## config.mk

```make
export PLATFORM = sky130hd
export DESIGN_NAME = sign_mag_arbiter
export DESIGN_NICKNAME = d
export VERILOG_FILES = /design/src/rtl/filter_pkg.sv /design/src/rtl/sign_mag_unit.sv /design/src/rtl/sign_mag_arbiter.sv
export SDC_FILE = /design/constraint.sdc
export NUM_CORES = 1
export LEC_CHECK = 0
export BUFFER_PORTS_ARGS = -buffer_cell sky130_fd_sc_hd__buf_4
export CAP_MARGIN = 20
export CORE_ASPECT_RATIO = 0.6
export CORE_MARGIN = 4
export CORE_UTILIZATION = 30
export CTS_CLUSTER_SIZE = 16
export DETAILED_ROUTE_END_ITERATION = 6
export SKIP_LAST_GASP = 1
export SLEW_MARGIN = 20
export SYNTH_ARGS = -nofsm -noshare
export SYNTH_HDL_FRONTEND = slang
export SYNTH_SLANG_ARGS = --single-unit
```

## constraint.sdc

```tcl
create_clock -name clk -period 4.6 [get_ports clk]
set_input_delay 0.23 -clock clk [delete_from_list [all_inputs] [get_ports clk]]
set_output_delay 0.23 -clock clk [all_outputs]
set_load 0.02 [all_outputs]
```

## src/rtl/filter_pkg.sv

```systemverilog
// Shared parameters and types for the filter-channel output path.
package filter_pkg;

   localparam int unsigned N_CH_DEF = 4;
   localparam int unsigned W_DEF    = 32;
   localparam int unsigned CH_W_DEF = $clog2(N_CH_DEF);

   typedef logic [CH_W_DEF-1:0] ch_id_t;

   localparam logic [W_DEF-1:0] MOST_NEG = {1'b1, {(W_DEF-1){1'b0}}};

endpackage

```

## src/rtl/sign_mag_unit.sv

```systemverilog
// Combinational two's-complement to sign/magnitude conversion with optional
// clamping of the most-negative input.
module sign_mag_unit
   import filter_pkg::*;
#(
   parameter int unsigned W   = W_DEF,
   parameter bit          SAT = 1'b0
) (
   input  logic [W-1:0] d,
   output logic [W-1:0] mag,
   output logic         sign,
   output logic         sat
);

   localparam logic [W-1:0] MOST_NEG_W = {1'b1, {(W-1){1'b0}}};
   localparam logic [W-1:0] MAX_POS_W  = {1'b0, {(W-1){1'b1}}};

   // Negate negative samples; clamp the one value with no positive twin when enabled.
   always_comb begin
      mag  = d;
      sign = d[W-1];
      sat  = 1'b0;
      if (d[W-1]) begin
         if (SAT && (d == MOST_NEG_W)) begin
            mag = MAX_POS_W;
            sat = 1'b1;
         end else begin
            mag = '0 - d;
         end
      end
   end

endmodule

```

## src/rtl/sign_mag_arbiter.sv

```systemverilog
// Round-robin share of one registered sign/magnitude stage among N_CH channels.
module sign_mag_arbiter
   import filter_pkg::*;
#(
   parameter int unsigned N_CH = N_CH_DEF,
   parameter int unsigned W    = W_DEF,
   parameter bit          SAT  = 1'b0
) (
   input  logic                      clk,
   input  logic                      rst,
   input  logic [N_CH-1:0]           req_valid,
   input  logic [N_CH*W-1:0]         req_data,
   output logic [N_CH-1:0]           req_ready,
   output logic                      out_valid,
   input  logic                      out_ready,
   output logic [W-1:0]              out_mag,
   output logic                      out_sign,
   output logic [$clog2(N_CH)-1:0]   out_ch,
   output logic                      sat_flag
);

   localparam int unsigned CW    = $clog2(N_CH);
   localparam logic [CW:0] NCH_W = (CW+1)'(N_CH);

   logic [CW-1:0]   rr_ptr;
   logic            load;
   logic [2*N_CH-1:0] dbl;
   logic [N_CH-1:0] rot;
   logic            found;
   logic [CW-1:0]   f_idx;
   logic [CW:0]     sum;
   logic [CW:0]     nsum;
   logic [CW-1:0]   gnt_idx;
   logic [CW-1:0]   ptr_nxt;
   logic            grant;
   logic [W-1:0]    sel_data;
   logic [W-1:0]    cv_mag;
   logic            cv_sign;
   logic            cv_sat;

   assign load = !out_valid || out_ready;

   // Rotate requests so rr_ptr sits at bit 0, find first, then un-rotate the index.
   always_comb begin
      dbl     = {req_valid, req_valid} >> rr_ptr;
      rot     = dbl[N_CH-1:0];
      found   = 1'b0;
      f_idx   = '0;
      for (int unsigned i = 0; i < N_CH; i++) begin
         if (!found && rot[i]) begin
            found = 1'b1;
            f_idx = CW'(i);
         end
      end
      sum = {1'b0, rr_ptr} + {1'b0, f_idx};
      if (sum >= NCH_W) sum = sum - NCH_W;
      gnt_idx = sum[CW-1:0];
      nsum = {1'b0, gnt_idx} + 1'b1;
      if (nsum == NCH_W) nsum = '0;
      ptr_nxt = nsum[CW-1:0];
      grant     = found && load && !rst;
      req_ready = '0;
      if (grant) req_ready[gnt_idx] = 1'b1;
      sel_data = req_data[gnt_idx*W +: W];
   end

   sign_mag_unit #(.W(W), .SAT(SAT)) u_conv (
      .d    (sel_data),
      .mag  (cv_mag),
      .sign (cv_sign),
      .sat  (cv_sat)
   );

   // Output register and round-robin pointer; a grant can coincide with a drain.
   always_ff @(posedge clk) begin
      if (rst) begin
         rr_ptr    <= '0;
         out_valid <= 1'b0;
         out_mag   <= '0;
         out_sign  <= 1'b0;
         out_ch    <= '0;
         sat_flag  <= 1'b0;
      end else if (grant) begin
         rr_ptr    <= ptr_nxt;
         out_valid <= 1'b1;
         out_mag   <= cv_mag;
         out_sign  <= cv_sign;
         out_ch    <= gnt_idx;
         sat_flag  <= cv_sat;
      end else if (load) begin
         out_valid <= 1'b0;
      end
   end

endmodule

```

==> results.py <==
metrics = {
    "outcome": {
        "status": "finished, final reports clean",
    },
    "synth": {
        "postSynthCellCount": 510,
        "ys_warn_count": 0,
        "synth-seq-cells": 38,
        "synth_edf_count": 0,
        "synth_area_per_cell_um2": 8.48,
        "synth-seq-area-share_pct": 17.6,
        "mappedNetlistArea_mm2": 0.00432,
        "synth_cell_types": 65,
        "synth-main-ff-cell": "dfxtp_1",
        "synth_fp_nets": 651,
        "synth-async-reset-ratio_pct": 0,
    },
    "routing": {
        "routed_wirelength_um": 17300,
        "drc": 0,
        "postRouteAntennaNets": 0,
        "drt-pass1-iter-count": 5,
        "detail_route.vias_per_cell": 5.56,
        "route.vias.total": 4768,
        "drt_iter0_drc": 355,
        "avgRoutedWirePerCell_um": 20.2,
    },
    "worst_setup_path": {
        "timing.critical_path.to_type": "flop",
        "timing.critical_path.fanout_max": 7,
        "setup.worst_path.start_class": "flop",
        "worst-endpoint-arrival_ns": 4.51,
        "crit_required_ns": 4.83,
        "worst-setup-path-type": "flop to flop",
    },
    "global_routing": {
        "met3_routing_resource_usage_after_global_routing_pct": 6.21,
        "groute.usage.overall_pct": 20.6,
        "grt_pass1_wl_um": 26800,
        "grt_pass1_vias": 4761,
        "grt_start_max_net_pins": 59,
        "globalRoute.busiestLayer": "met1",
        "grt_antenna_before_repair": 0,
        "groute.layer.met2.usage_pct": 28.6,
        "grt_use_met1_pct": 31.7,
        "grt.overflow.total": 0,
    },
    "timing": {
        "clock_skew_ns": 0.00362,
        "setup_tns_ns": 0,
        "worstMarginPinSlew_ns": 0.833,
        "period_needed_ns": 4.28,
        "relSlewSlack_pct": 44.5,
        "fin_ws_ns": 0.324,
        "slew_viol_final": 0,
        "setup_viol": 0,
        "post-route-period-util_pct": 93.0,
        "max_freq_mhz": 234,
        "final_hold_viol_count": 0,
        "grt_setup_unrepaired": "false",
    },
    "finish": {
        "layout.cells.most_common_list": "187 x buf_4, 41 x nor3_1, 40 x nor2_1",
        "area_added_between_synthesis_and_finish_pct": 38.2,
        "design.final.nets": 806,
        "n_antenna_cell": 0,
        "drive_gt1_share_pct": 37.9,
        "postLayoutCellArea_mm2": 0.00597,
        "layout_commonest_cell": "buf_4",
    },
    "floorplanning": {
        "placementRows": 33,
        "start_util_pct": 31.2,
        "die_h_um": 101,
        "io_pins": 176,
        "die-area_mm2": 0.0165,
        "placeableCoreArea_mm2": 0.0139,
        "die_w_um": 163,
    },
    "clock_tree": {
        "clkTransAtPathRegs_ns": 0.06,
        "postCtsResizedCells": 0,
        "cts_inserted_buffers": 5,
        "max-clock-path-buffers": 2,
        "clk_root_buffer_cell": "clkbuf_16",
        "clock_tree.htree_level_count": 2,
        "cts_tree": "built",
        "hold_buffers": 0,
        "cts.sinks": 38,
        "post_cts_buffers": 0,
        "insertion_delay_ns": 0.28,
    },
    "pwr": {
        "ir_drop_v": 0.000302,
        "leakage_nw": 2.39,
        "powerDensity_mw_per_mm2": 611,
    },
    "placement": {
        "dpl_hpwl_um": 14200,
        "globalplace.congestion": 0.942,
        "dpl-instance-area_mm2": 0.00579,
        "numPortBuffers": 174,
        "dp_worst_setup_slack_ns": 0.223,
    },
    "run": {
        "maxCapViolCount": 0,
    },
    "hold_path": {
        "hold_path.class": "primary input to flop",
    },
}
## where the power goes
group | switching, mW | leakage [nW] | internal [mW]
Combinational | 1.52 | 1.99 | 1.17
Sequential | 0.0773 | 0.316 | 0.460
Clock | 0.146 | 0.0829 | 0.268
Total | 1.75 | 2.39 | 1.90
## Yosys cell counts, drive strengths merged, types with 2 or more instances
| library cell | instances | area [um2] |
|---|---|---|
| mux4 | 33 | 743 |
| ha | 6 | 75.1 |
| a32oi | 3 | 45.1 |
| or3 | 6 | 37.5 |
| nand3 | 36 | 180 |
| or2 | 2 | 12.5 |
| o41ai | 2 | 25.0 |
| nor3 | 42 | 210 |
| mux2i | 29 | 298 |
| or4 | 9 | 67.6 |
| mux2 | 8 | 90.1 |
| o31a | 3 | 26.3 |
| o211ai | 3 | 22.5 |
| buf | 25 | 158 |
| a21oi | 22 | 110 |
| nor4 | 7 | 58.8 |
| nor2 | 40 | 150 |
| o21ai | 35 | 175 |
| nand2 | 26 | 97.6 |
| nand4b | 2 | 17.5 |
| nand2b | 8 | 50.1 |
| xor2 | 14 | 123 |
| o22a | 2 | 17.5 |
| a31oi | 2 | 12.5 |
| clkbuf | 15 | 57.6 |
| o22ai | 2 | 12.5 |
| o31ai | 9 | 67.6 |
| nor2b | 6 | 37.5 |
| nand3b | 2 | 15.0 |
| o32a | 4 | 40.0 |
| o311a | 2 | 20.0 |
| and2 | 5 | 31.3 |
| dfxtp | 38 | 761 |
| nand4 | 5 | 31.3 |
| o32ai | 3 | 33.8 |
| nor4b | 2 | 17.5 |
| a41oi | 2 | 25.0 |
| xnor2 | 13 | 133 |
| a311oi | 2 | 17.5 |
| and3 | 3 | 18.8 |
| nor3b | 10 | 75.1 |
| inv | 12 | 47.6 |
## state kept, by name (all words and copies together), names as in the netlist
signal     cells
out_sign       1
rr_ptr         2
out_mag       32
out_valid      1
out_ch         2
## cell type report
type / instances / area, um2
Clock buffer: 6 / 139
Clock inverter: 1 / 30.0
Fill cell: 1418 / 7900
Inverter: 13 / 51.3
Multi-Input combinational cell: 419 / 3330
Sequential cell: 38 / 761
Tap cell: 192 / 240
Timing Repair Buffer: 188 / 1420
## critical path: stages (launching register included)
cell	delay (ns)
dfxtp_1	0.38
buf_4	0.19
or4_1	0.52
o211ai_1	0.16
ha_4	0.20
xnor2_2	0.22
xnor2_4	0.18
inv_4	0.06
mux4_2	0.29
inv_1	0.09
ha_1	0.25
nand2_1	0.12
or4_1	0.53
nor2_1	0.10
mux2i_1	0.13
nor4_4	0.38
mux2_2	0.38
nand2_1	0.05
## metal layers
metal  routed length [um]  vias to the layer above
met5                    0                        -
met4                  122                        0
met3                 1810                       13
met2                 6920                      271
met1                 8430                     2224
li1                     -                     2260
## logic make-up (layout without fill, tap and decap cells)
kind of cell	count (synthesis)	count (layout)	share of synthesized area (%)
simple gates	212	212	25.8
xor+xnor	27	27	5.90
mux	70	70	26.2
flops	38	38	17.6
buf+inv	53	208	6.16
compound gates	103	103	16.6
other cells	1	1	0.0867
fa+ha+maj	6	6	1.74
## path summary, 6_finish.rpt
| kind | from | slack [ns] | cells after the start | endpoint |
|---|---|---|---|---|
| worst max-delay path | rr_ptr[0]$_SDFFE_PP0P_ | 0.32 | 17 | out_mag[24]$_SDFFE_PP0P_ |
| worst min-delay path | rst | 0.19 | 2 | out_sign$_SDFFE_PP0P_ |
| worst max register to register | rr_ptr[0]$_SDFFE_PP0P_ | 0.32 | 17 | out_mag[24]$_SDFFE_PP0P_ |
| worst min register to register | out_mag[6]$_SDFFE_PP0P_ | 0.46 | 2 | out_mag[6]$_SDFFE_PP0P_ |
## metrics by stage
step           utilization (%)  cells  hold WS, ns  total power, mW
4_1_cts                   43.0    857        0.168             3.64
2_1_floorplan                -    510        0.451             2.43
6_report                  43.1    857        0.188             3.65
5_1_grt                   43.1    857        0.194             3.89
3_3_place_gp              41.7    850        0.448             3.17
3_5_place_dp              41.7    850        0.453             3.22
(Power assumes the default switching activity.)
